==> src/rtl/cla16_nibble_serial_ctrl.sv <==
// ---------------------------------------------------------------------------
// cla16_nibble_serial_ctrl
//
// Purpose:
//   Sequencer and collector around a single registered 4-bit CLA stage.
//   A full-width add request is fed to the stage one nibble at a time,
//   LSB nibble first. Each nibble's returned carry becomes the next nibble's
//   carry-in. The returned sum nibbles are assembled into a W-bit result,
//   together with the final carry-out and the group propagate/generate.
//
// Ports:
//   clk, rst          clock (rising edge), asynchronous active-low reset
//   start, a, b, c_in request strobe and operands (W = 4*NIBBLES)
//   busy, done        status: busy during an operation, one-cycle done pulse
//   sum, c_out, P, G  result registers, held until the next done
//   cla_a, cla_b,     nibble operands and carry driven to the CLA stage
//   cla_cin
//   cla_sum, cla_cout,
//   cla_p, cla_g      nibble results returned by the CLA stage
//   dbg_state         current FSM state (1 = RUN), for observation only
//
// Handshake:
//   start is sampled only while idle. An accepted start raises busy on the
//   same edge. Exactly NIBBLES*(CLA_LAT+1) edges later, busy drops and done
//   pulses for one cycle with the result valid from that cycle on. start is
//   ignored while busy. start in the done cycle is accepted, which allows
//   back-to-back operation.
//
// NIBBLES must be at least 2.
// ---------------------------------------------------------------------------
module cla16_nibble_serial_ctrl #(
    parameter  int NIBBLES = 4,
    parameter  int CLA_LAT = 2,
    localparam int W       = 4 * NIBBLES
) (
    input  logic         clk,
    input  logic         rst,
    input  logic         start,
    input  logic [W-1:0] a,
    input  logic [W-1:0] b,
    input  logic         c_in,
    output logic         busy,
    output logic         done,
    output logic [W-1:0] sum,
    output logic         c_out,
    output logic         P,
    output logic         G,
    output logic [3:0]   cla_a,
    output logic [3:0]   cla_b,
    output logic         cla_cin,
    input  logic [3:0]   cla_sum,
    input  logic         cla_cout,
    input  logic         cla_p,
    input  logic         cla_g,
    output logic         dbg_state
);

    localparam int IDX_W  = (NIBBLES > 1) ? $clog2(NIBBLES) : 1;
    localparam int WAIT_W = (CLA_LAT > 0) ? $clog2(CLA_LAT + 1) : 1;

    localparam logic [IDX_W-1:0]  LAST_IDX = IDX_W'(NIBBLES - 1);
    localparam logic [WAIT_W-1:0] WAIT_MAX = WAIT_W'(CLA_LAT);

    typedef enum logic {
        IDLE = 1'b0,
        RUN  = 1'b1
    } state_t;

    state_t            state_q;
    logic [IDX_W-1:0]  idx_q;
    logic [WAIT_W-1:0] wait_q;
    // Operand nibbles not yet sent to the stage. Bits [3:0] hold the next nibble.
    logic [W-5:0]      a_sh_q;
    logic [W-5:0]      b_sh_q;
    // Sum nibbles collected so far. Each new nibble enters at the top,
    // so nibble 0 reaches bit 0 after the last capture.
    logic [W-5:0]      sum_acc_q;
    logic              pacc_q;
    logic              gacc_q;

    logic              busy_q;
    logic              done_q;
    logic [W-1:0]      sum_q;
    logic              c_out_q;
    logic              p_q;
    logic              g_q;
    logic [3:0]        cla_a_q;
    logic [3:0]        cla_b_q;
    // Also serves as the running carry between nibbles.
    logic              cla_cin_q;

    logic              pacc_d;
    logic              gacc_d;
    logic [W-1:0]      sum_d;

    // The current nibble sits above everything gathered so far, so it combines
    // into the group terms as the more significant group.
    always_comb begin
        pacc_d = pacc_q & cla_p;
        gacc_d = cla_g | (cla_p & gacc_q);
        sum_d  = {cla_sum, sum_acc_q};
    end

    always_ff @(posedge clk or negedge rst) begin
        if (!rst) begin
            state_q   <= IDLE;
            idx_q     <= '0;
            wait_q    <= '0;
            a_sh_q    <= '0;
            b_sh_q    <= '0;
            sum_acc_q <= '0;
            pacc_q    <= 1'b0;
            gacc_q    <= 1'b0;
            busy_q    <= 1'b0;
            done_q    <= 1'b0;
            sum_q     <= '0;
            c_out_q   <= 1'b0;
            p_q       <= 1'b0;
            g_q       <= 1'b0;
            cla_a_q   <= '0;
            cla_b_q   <= '0;
            cla_cin_q <= 1'b0;
        end else begin
            done_q <= 1'b0;
            case (state_q)
                IDLE: begin
                    if (start) begin
                        // Nibble 0 is presented on the accept edge itself.
                        cla_a_q   <= a[3:0];
                        cla_b_q   <= b[3:0];
                        cla_cin_q <= c_in;
                        a_sh_q    <= a[W-1:4];
                        b_sh_q    <= b[W-1:4];
                        idx_q     <= '0;
                        wait_q    <= '0;
                        pacc_q    <= 1'b1;
                        gacc_q    <= 1'b0;
                        busy_q    <= 1'b1;
                        state_q   <= RUN;
                    end
                end
                RUN: begin
                    if (wait_q == WAIT_MAX) begin
                        sum_acc_q <= sum_d[W-1:4];
                        pacc_q    <= pacc_d;
                        gacc_q    <= gacc_d;
                        wait_q    <= '0;
                        if (idx_q == LAST_IDX) begin
                            // cla_* keep the last nibble while idle.
                            sum_q   <= sum_d;
                            c_out_q <= cla_cout;
                            p_q     <= pacc_d;
                            g_q     <= gacc_d;
                            done_q  <= 1'b1;
                            busy_q  <= 1'b0;
                            state_q <= IDLE;
                        end else begin
                            cla_a_q   <= a_sh_q[3:0];
                            cla_b_q   <= b_sh_q[3:0];
                            cla_cin_q <= cla_cout;
                            a_sh_q    <= a_sh_q >> 4;
                            b_sh_q    <= b_sh_q >> 4;
                            idx_q     <= idx_q + 1'b1;
                        end
                    end else begin
                        wait_q <= wait_q + 1'b1;
                    end
                end
                default: state_q <= IDLE;
            endcase
        end
    end

    assign busy      = busy_q;
    assign done      = done_q;
    assign sum       = sum_q;
    assign c_out     = c_out_q;
    assign P         = p_q;
    assign G         = g_q;
    assign cla_a     = cla_a_q;
    assign cla_b     = cla_b_q;
    assign cla_cin   = cla_cin_q;
    assign dbg_state = (state_q == RUN);

endmodule

==> config.mk <==
export PLATFORM = sky130hd
export DESIGN_NAME = cla16_nibble_serial_ctrl
export DESIGN_NICKNAME = d
export VERILOG_FILES = /design/src/rtl/cla16_nibble_serial_ctrl.sv
export SDC_FILE = /design/constraint.sdc
export NUM_CORES = 1
export LEC_CHECK = 0
export BUFFER_PORTS_ARGS = -buffer_cell sky130_fd_sc_hd__buf_2
export CAP_MARGIN = 30
export CORE_ASPECT_RATIO = 1.1
export CORE_UTILIZATION = 53
export CTS_CLUSTER_SIZE = 28
export DETAILED_ROUTE_END_ITERATION = 6
export PLACE_DENSITY = 0.89
export SLEW_MARGIN = 0
export SYNTH_ARGS = -nofsm -noshare
export SYNTH_HDL_FRONTEND = slang
export SYNTH_SLANG_ARGS = --single-unit
==> constraint.sdc <==
create_clock -name clk -period 2.4 [get_ports clk]
set_clock_uncertainty 0.2 [all_clocks]
set_input_delay 0.12 -clock clk [delete_from_list [all_inputs] [get_ports clk]]
set_output_delay 0.12 -clock clk [all_outputs]
set_load 0.005 [all_outputs]
==> results.json, run 1 <==
{
  "final_cell_mix": "73 x dfrtp_1, 73 x buf_2, 59 x mux2_2",
  "finalCriticalPeriod_ps": 1940,
  "multi_input_area_um2": 1257,
  "clockRootBuffer": "clkbuf_8",
  "wl_per_cell_um": 16.06,
  "drt-pass1-iter-count": 4,
  "synthToLayoutAreaGrowth_pct": 35.44,
  "synth_area_leaders": "dfrtp_1 57%, mux2_2 21%, mux2_4 9.3%",
  "placed_area_um2": 3656,
  "clk_path_buf_depth": 2,
  "maxCapViolCount": 0,
  "status": "finished, final reports clean",
  "cts_tree": "built",
  "finalCritPeriodShare_pct": 80.82,
  "hold_path_class": "input port to asynchronous set/reset pin",
  "clock_latency_ps": 340,
  "rrSetupSlack_ps": 460,
  "drt_iter0_markers": 120,
  "place_congestion": 0.7454,
  "fillers": 379,
  "rsz0062_at_grt": "false",
  "drcViolationCount": 0,
  "cts_resized": 0,
  "synth_area_um2": 3219,
  "num_antenna_cells": 0,
  "setup_viol": 0,
  "fp.dieW_um": 76.31,
  "slew_viol_final": 0,
  "finalSetupTns_ps": 0,
  "yosysTopAreaCellShare_pct": 56.74,
  "syn-num-nets": 265,
  "crit_fanout": 17,
  "layout.nets": 393,
  "rows": 29,
  "rr_endpoint": "gacc_q",
  "dp_hpwl_um": 4032,
  "numCtsBuffers": 9,
  "crit_required_ps": 2430,
  "crit_cells": 4,
  "critPathTopFamily": "buffers and inverters",
  "slowest_stage": "dlygate4sd3_1",
  "critPathLaunch": "wait_q[0]",
  "drt-total-wl_um": 6907,
  "ys_ff_latch": 73,
  "hold_viol": 0,
  "cp_data_arrival_time_ps": 1970,
  "syn-mean-instance-area_um2": 14.57,
  "grt_usage_pct": 23.72,
  "pwr_density_cell_nw_per_um2": 1135,
  "crit_type": "flip-flop to flip-flop",
  "final-seq-area_um2": 1827,
  "yosysWarnings": 0,
  "cp.buffers_inverters": 1,
  "viasPerCell": 5.137,
  "path_clk_slew_ps": 70,
  "peakVddDrop_mv": 0.7138,
  "cp-end-kind": "flip-flop",
  "coreArea_um2": 5806,
  "grt_overflow": 0,
  "max_stage_delay_ps": 560,
  "fin_area_um2": 4360,
  "endpoint": "gacc_q",
  "drive_gt1_share_pct": 49.86,
  "regToRegStartpoint": "wait_q[0]",
  "reg2reg_depth": 4,
  "h-tree-depth": 3,
  "p_leak_nw": 2.123,
  "numClockSinks": 73,
  "start_util_pct": 55.45,
  "ys_types": 25,
  "worstPathCellList": "nand3b_4 > o211ai_1 > o21ai_0 > dlygate4sd3_1",
  "start_kind": "flip-flop",
  "io_pins": 74,
  "ant_nets": 0,
  "grt_pass1_wl_um": 11520,
  "seq_area_frac_synth_pct": 56.74,
  "synthCells": 221,
  "max_freq_mhz": 515.5,
  "dr_total_vias": 2209,
  "synth_area_leader_cell": "dfrtp_1",
  "antenna_found_initial": 0,
  "grt_pass1_vias": 2383,
  "grt_max_degree": 28,
  "slew_headroom_pct": 61.72,
  "numPortBuffers": 73,
  "chipHeight_um": 83.74,
  "worst_slew_pin_slew_ps": 574.3,
  "die-area_um2": 6390
}
[worst reg2reg max path, stage by stage (launching register included)]
cell           delay, ps
dfrtp_1              410
nand3b_4             320
o211ai_1             240
o21ai_0              100
dlygate4sd3_1        560
[sequential cells by signal (all words and copies together) (netlist names), 2 cells and up]
signal / count
sum: 16
a_sh_q: 12
b_sh_q: 12
sum_acc_q: 12
cla_a: 4
cla_b: 4
idx_q: 2
wait_q: 2
[synthesized netlist by cell type]
library cell,instances
inv_1,12
buf_12,2
nand3b_4,1
mux2_4,20
o21ai_4,1
dfrtp_1,73
buf_2,4
buf_4,2
clkbuf_1,4
mux2i_1,1
nand2_1,6
nor3b_1,1
o21ai_0,12
a21o_1,1
nor2_1,4
o211ai_1,1
ha_1,1
a21oi_1,2
or2b_1,1
nand4b_1,1
nand3b_1,8
o22ai_1,1
a2bb2oi_1,1
mux2_2,59
nand2b_1,2
[stage by stage]
step	hold slack (ps)	cells	utilization, %	setup slack [ps]	power [mW]
final	103.5	430	75.11	460.3	4.951
after detailed placement	-53.89	366	62.97	542.1	3.857
after floorplan	-375.6	221	-	638.9	3.365
after global routing	166.4	430	75.11	365.1	5.244
after CTS	113.2	430	75.11	451.2	4.963
after global placement	-66.33	366	62.97	566.5	3.762
[per-layer routing]
| metal | track usage [%] | part of all wire (%) | routed length [µm] | up-vias |
|---|---|---|---|---|
| met5 | 0 | 0 | 0 | - |
| met4 | 11.01 | 2.0 | 140 | 0 |
| met3 | 5.902 | 6.1 | 421 | 12 |
| met2 | 41.28 | 52 | 3560 | 73 |
| met1 | 27.37 | 40 | 2784 | 1108 |
| li1 | - | - | - | 1016 |
[worst min-delay path by stage]
stage / cells past startpoint / endpoint / slack, ps / start
after floorplan: 0 / G / -380 / rst
after global placement: 1 / b_sh_q[5] / -70 / rst
after detailed placement: 1 / b_sh_q[5] / -50 / rst
after CTS: 2 / b_sh_q[5] / 110 / rst
after global routing: 2 / b_sh_q[9] / 170 / rst
final: 2 / b_sh_q[9] / 100 / rst
[power breakdown]
part	total, mW	switching [mW]	internal [mW]
Sequential	2.02	0.282	1.73
Clock	1.02	0.432	0.587
Combinational	1.92	0.741	1.17
[area by class of cell]
| cell class | instances | area share (%) |
|---|---|---|
| sequential | 73 | 41.89 |
| inverter | 12 | 1.033 |
| clock buffer | 13 | 4.103 |
| timing repair buffer | 129 | 21.12 |
| clock inverter | 2 | 0.8034 |
| tap | 77 | 2.209 |
| multi-input combinational | 124 | 28.84 |
[kinds of logic (layout without fill, tap and decap cells)]
kind of cell	count (synthesis)	after routing	synth area share, %
and+or+nand+nor	24	24	4.780
muxes	80	80	30.28
adders and majority gates	1	1	0.3886
AOI/OAI and AO/OA	19	19	3.615
buffers and inverters	24	156	4.197
DFF	73	73	56.74
[repair_timing]
| action | CTS | global route |
|---|---|---|
| endpoints found under the setup margin | 0 | 0 |
| hold buffers | 49 | 0 |
| hold endpoints to repair | 71 | 0 |
| buffers inserted | 0 | 0 |
No activity file was read; power rests on OpenSTA's default activity.
==> inputs of run 2 (changes only) <==
==> constraint.sdc (replaced) <==
create_clock -name clk -period 1.9 [get_ports clk]
set_clock_uncertainty 0.2 [all_clocks]
set_input_delay 0.095 -clock clk [delete_from_list [all_inputs] [get_ports clk]]
set_output_delay 0.095 -clock clk [all_outputs]
set_load 0.005 [all_outputs]
==> run 2 against run 1 <==
  * Setup slack worse by 340 ps
  * Die area unchanged
  * Sequential power up 27%
  * Non-clock buffer count up 2
  * Clock-buffer cell count down 3
  * Core utilization up 1.8 points
  * Register-to-register slack worse by 340 ps
  * Largest cell class unchanged
==> results.json, run 2 (same netlist as run 1, synthesis figures left out) <==
{
  "status": "finished, final reports clean",
  "wl_met2_um": 3826,
  "drcViolationCount": 0,
  "drive_gt1_share_pct": 50.28,
  "cp-end-kind": "flip-flop",
  "numClockSinks": 73,
  "numPortBuffers": 73,
  "finalCriticalPeriod_ps": 1777,
  "worstPathCellList": "buf_6 > nand3b_1 > dlygate4sd3_1 > o21ai_0",
  "start_util_pct": 55.45,
  "clk_path_buf_depth": 2,
  "h-tree-depth": 3,
  "grt_pass1_vias": 2489,
  "finalSetupTns_ps": 0,
  "max_freq_mhz": 562.8,
  "maxCapViolCount": 0,
  "slew_headroom_pct": 74.21,
  "crit_required_ps": 1910,
  "hold_viol": 0,
  "path_clk_slew_ps": 70,
  "viasPerCell": 5.081,
  "wl_per_cell_um": 16.54,
  "coreArea_um2": 5806,
  "dr_total_vias": 2200,
  "clock_latency_ps": 330,
  "chipHeight_um": 83.74,
  "grt_pass1_wl_um": 11940,
  "final-seq-area_um2": 1828,
  "ant_nets": 0,
  "hold_path_class": "input port to asynchronous set/reset pin",
  "rr_endpoint": "a_sh_q[11]",
  "final_core_util_pct": 76.88,
  "final_cell_mix": "73 x buf_2, 72 x dfrtp_1, 59 x mux2_2",
  "drt-pass1-iter-count": 4,
  "layout.nets": 395,
  "rows": 29,
  "grt_overflow": 0,
  "largest_reg_flops": 16,
  "placedCellCount": 367,
  "setup_viol": 0,
  "synthToLayoutAreaGrowth_pct": 38.63,
  "rrSetupSlack_ps": 120,
  "finalNonFillerCells": 433,
  "regToRegStartpoint": "dbg_state",
  "fp.dieW_um": 76.31,
  "start_kind": "flip-flop",
  "place_ws_ps": 151.5,
  "io_pins": 74,
  "numCtsBuffers": 9,
  "cp.buffers_inverters": 2,
  "m1WireLength_um": 2879,
  "slowest_stage": "dlygate4sd3_1",
  "antenna_found_initial": 0,
  "grt_max_degree": 74,
  "dp_hpwl_um": 4007,
  "critPathLaunch": "dbg_state",
  "routed.top_layer": "met4",
  "crit_type": "flip-flop to flip-flop",
  "post_cts_buffers": 0,
  "multi_input_area_um2": 1257,
  "layout_commonest_cell": "buf_2",
  "die-area_um2": 6390,
  "peakVddDrop_mv": 0.9980,
  "drt-total-wl_um": 7162,
  "critPathTopFamily": "buffers and inverters",
  "cp_data_arrival_time_ps": 1790,
  "wl_met3_um": 336,
  "slew_viol_final": 0,
  "crit_fanout": 23,
  "num_antenna_cells": 0,
  "rsz0062_at_grt": "false",
  "finalCritPeriodShare_pct": 93.52,
  "place_congestion": 0.7417,
  "grt_usage_pct": 24.70,
  "drt_iter0_markers": 98,
  "pwr_density_cell_nw_per_um2": 1469,
  "fin_ws_ps": 123.1,
  "fillers": 364,
  "clockRootBuffer": "clkbuf_8",
  "p_leak_nw": 2.154,
  "max_stage_delay_ps": 540,
  "cts_tree": "built",
  "worst_slew_pin_slew_ps": 386.9,
  "reg2reg_depth": 4
}
==> run 2: how the worst max path moves through the flow <==
stage,depth (start not counted),endpoint,slack [ps]
2_1_floorplan,4,a_sh_q[0],140
3_3_place_gp,3,b_sh_q[0],190
3_5_place_dp,4,cla_b[3],150
4_1_cts,4,a_sh_q[11],30
5_1_grt,4,a_sh_q[11],50
6_report,4,a_sh_q[11],120
==> run 2: per-layer routing <==
metal  global-route usage [%]  vias to the layer above
met4                    8.741                        0
met1                    27.39                     1098
met2                    45.37                       64
met5                        0                        -
li1                         -                     1028
met3                    6.339                       10
==> run 2: layout make-up <==
| type | instances | share of cell area, % |
|---|---|---|
| flip-flops and latches | 73 | 40.96 |
| clock inverters | 6 | 2.579 |
| inverters | 12 | 1.009 |
| clock buffers | 10 | 3.084 |
| well taps | 77 | 2.159 |
| repair buffers | 131 | 22.04 |
| multi-input cells | 124 | 28.18 |
==> run 2: through the flow <==
step                area, µm²  hold WS [ps]  total power, mW
global route             4463         173.1            6.937
global placement         3701        -47.35            4.819
CTS                      4454         126.3            6.572
detailed placement       3701        -48.67            4.950
floorplan                3219        -400.6            4.251
finish                   4463         120.9            6.558
==> run 2: report_power, final <==
| group | switching, mW | internal [mW] |
|---|---|---|
| Combinational | 0.962 | 1.54 |
| Clock | 0.583 | 0.912 |
| Sequential | 0.374 | 2.19 |
==> run 2: worst reg2reg max path: cells and delay by family (launching register included) <==
kind | cells | cell delay [ps]
AO/OA/AOI/OAI | 1 | 80
flip-flops | 1 | 440
buffers and inverters | 2 | 790
AND/OR/NAND/NOR | 1 | 140
==> run 2: what timing repair did <==
action | CTS | global route
hold buffers | 50 | 0
endpoints found under the hold margin | 120 | 0
endpoints found under the setup margin | 0 | 8
resized for setup | 0 | 3
==> inputs of run 3 (changes only) <==
--- a/config.mk
+++ b/config.mk
@@ -5,10 +5,11 @@
 export SDC_FILE = /design/constraint.sdc
 export NUM_CORES = 1
 export LEC_CHECK = 0
+export ABC_AREA = 1
 export BUFFER_PORTS_ARGS = -buffer_cell sky130_fd_sc_hd__buf_2
 export CAP_MARGIN = 30
 export CORE_ASPECT_RATIO = 1.1
-export CORE_UTILIZATION = 53
+export CORE_UTILIZATION = 54
 export CTS_CLUSTER_SIZE = 28
 export DETAILED_ROUTE_END_ITERATION = 6
 export PLACE_DENSITY = 0.89
==> run 3 against run 2 <==
  * Routed wire length increased by 22%
  * Synthesized area increased by 5.1%
  * Sequential share of layout area increased by 0.26 points
  * Register-to-register slack about the same
  * Sequential cell count unchanged
  * Cell area decreased by 0.70%
  * First-iteration DRC count increased to 2.8 times the previous value
  * Die area increased by 3.1%
  * Highest routed layer unchanged
  * Largest cell class unchanged
  * Clock-buffer cell count increased by 1
  * Via count increased by 44%
==> results.json, run 3 <==
{
  "drive_gt1_share_pct": 21.59,
  "drt_iter0_markers": 273,
  "cp.buffers_inverters": 3,
  "finalCritPeriodShare_pct": 94.15,
  "chipHeight_um": 85.02,
  "yosysTopAreaCellShare_pct": 53.99,
  "power_mw": 5.957,
  "rows": 29,
  "clock_latency_ps": 340,
  "syn-num-nets": 452,
  "clockRootBuffer": "clkbuf_8",
  "max_freq_mhz": 559.0,
  "slew_headroom_pct": 69.12,
  "final_core_util_pct": 74.93,
  "crit_type": "flip-flop to flip-flop",
  "synth_area_leaders": "dfrtp_1 54%, nand2_1 22%, nand3_1 10%",
  "multi_input_area_um2": 1282,
  "p_comb_share_pct": 37.0,
  "layout.nets": 567,
  "wl_per_cell_um": 14.40,
  "async_flop_share_pct": 100.0,
  "crit_fanout": 33,
  "final_cell_mix": "194 x nand2_1, 73 x dfrtp_1, 72 x buf_2",
  "dr_total_vias": 3167,
  "numCtsBuffers": 9,
  "p_int_mw": 3.709,
  "worst_slew_pin_slew_ps": 462.1,
  "cp-end-kind": "flip-flop",
  "pwr_density_cell_nw_per_um2": 1344,
  "p_leak_nw": 2.444,
  "final-seq-area_um2": 1827,
  "place_congestion": 0.7997,
  "seq_power_share_pct": 42.7,
  "grt_overflow": 0,
  "slowest_stage": "dlygate4sd3_1",
  "numClockSinks": 73,
  "cp_data_arrival_time_ps": 1870,
  "synth_area_um2": 3383,
  "cts_tree": "built",
  "synth_common_cells": "194 x nand2_1, 73 x dfrtp_1, 69 x nand3_1",
  "status": "finished, final reports clean",
  "setup_viol": 0,
  "maxCapViolCount": 0,
  "pwr-share-clk_pct": 20.2,
  "max_stage_delay_ps": 560,
  "path_clk_slew_ps": 80,
  "syn-mean-instance-area_um2": 8.292,
  "synthToLayoutAreaGrowth_pct": 30.99,
  "hold_viol": 0,
  "synthCells": 408,
  "largest_reg_flops": 16,
  "grt_max_degree": 74,
  "rrSetupSlack_ps": 110,
  "critPathTopFamily": "buffers and inverters",
  "grt_pass1_vias": 3177,
  "finalSetupTns_ps": 0,
  "ys_ff_latch": 73,
  "ys_types": 20,
  "hold_path_class": "input port to asynchronous set/reset pin",
  "sw_frac_of_total_pct": 37.74,
  "fillers": 400,
  "peakVddDrop_mv": 0.8511,
  "ys.flop_type": "dfrtp_1",
  "drt-pass1-iter-count": 5,
  "fp.dieW_um": 77.47,
  "seq_area_frac_synth_pct": 53.99,
  "synth_most_common_cell": "nand2_1",
  "coreArea_um2": 5914,
  "post_cts_buffers": 0,
  "start_kind": "flip-flop",
  "drt-total-wl_um": 8726,
  "synth_area_leader_cell": "dfrtp_1",
  "antenna_found_initial": 1,
  "clk_path_buf_depth": 2,
  "h-tree-depth": 3,
  "drcViolationCount": 0,
  "worstPathCellList": "inv_4 > buf_8 > nand3_1 > dlygate4sd3_1 > nand2_1",
  "ant_nets": 0,
  "dp_hpwl_um": 4847,
  "grt_pass1_wl_um": 14650,
  "start_util_pct": 57.20,
  "yosysWarnings": 0,
  "p_switching_mw": 2.248,
  "rsz0062_at_grt": "false",
  "crit_required_ps": 1980,
  "die-area_um2": 6586,
  "slew_viol_final": 0,
  "synth_edf_count": 0,
  "finalCriticalPeriod_ps": 1789,
  "viasPerCell": 5.226,
  "io_pins": 74,
  "numPortBuffers": 73,
  "grt_usage_pct": 29.11,
  "layout_commonest_cell": "nand2_1"
}
[run 3: changes by cell type after synthesis, sizes merged, moves of 2 or more]
cell / before / now
nand3b: 9 / 0
nand2: 6 / 197
clkbuf: 4 / 0
mux2: 79 / 0
nand2b: 2 / 0
inv: 12 / 17
nand3: 0 / 75
buf: 8 / 26
o21ai: 13 / 11
[run 3: power groups by stage]
stage | Clock [mW] | Combinational (mW) | Sequential [mW]
2_1_floorplan | 0 | 1.45 | 2.52
3_3_place_gp | 0 | 1.98 | 2.54
3_5_place_dp | 0 | 2.07 | 2.56
4_1_cts | 1.23 | 2.16 | 2.53
5_1_grt | 1.30 | 2.50 | 2.63
6_report | 1.21 | 2.21 | 2.55
[run 3: metrics by stage]
| stage | std cells | setup slack, ps | instance area, µm² | hold WS, ps |
|---|---|---|---|---|
| 2_1_floorplan | 408 | 380.7 | 3383 | -400.6 |
| 3_3_place_gp | 542 | 324.3 | 3755 | -66.25 |
| 3_5_place_dp | 542 | 215.0 | 3755 | -59.70 |
| 4_1_cts | 605 | 31.33 | 4422 | 114.0 |
| 5_1_grt | 606 | 16.45 | 4432 | 141.1 |
| 6_report | 606 | 111.1 | 4432 | 83.09 |
[run 3: cell type report]
type,count,area share (%)
antenna,1,0.05647
clock buffer,11,3.190
clock inverter,5,1.242
inverter,17,1.553
multi-input combinational,292,28.94
sequential,73,41.22
tap,77,2.174
timing repair buffer,130,21.63
[run 3: worst reg2reg max path: cells and delay by family (launching register included)]
| kind | cells | cell delay (ps) |
|---|---|---|
| buffers and inverters | 3 | 880 |
| DFF | 1 | 460 |
| and+or+nand+nor | 2 | 190 |
[run 3: timing repair]
item | in CTS | in global routing
endpoints found under the setup margin | 0 | 5
gates resized for setup | 0 | 2
hold buffers | 47 | 0
hold endpoints to repair | 122 | 0
[run 3: cell families (layout without fill, tap and decap cells)]
logic type	Yosys count	in the layout	synth area share [%]
and+or+nand+nor	278	278	35.43
buffers and inverters	43	163	8.099
adders and majority gates	1	1	0.3698
AOI/OAI and AO/OA	13	13	2.108
other	0	1	0
DFF	73	73	53.99
[run 3: final timing paths]
path                       startpoint         end  cells past startpoint
max in group asynchronous         rst   a_sh_q[1]                      3
min in group clk               sum[1]      sum[1]                      2
min reg2reg                    sum[1]      sum[1]                      2
min                               rst      sum[3]                      3
max                         dbg_state  b_sh_q[10]                      5
max reg2reg                 dbg_state  b_sh_q[10]                      5
[run 3: layer usage]
metal / track usage, % / part of all wire, %
met2: 50.36 / 51
met1: 34.19 / 38
met4: 13.55 / 3.2
met3: 6.882 / 7.7
met5: 0 / 0
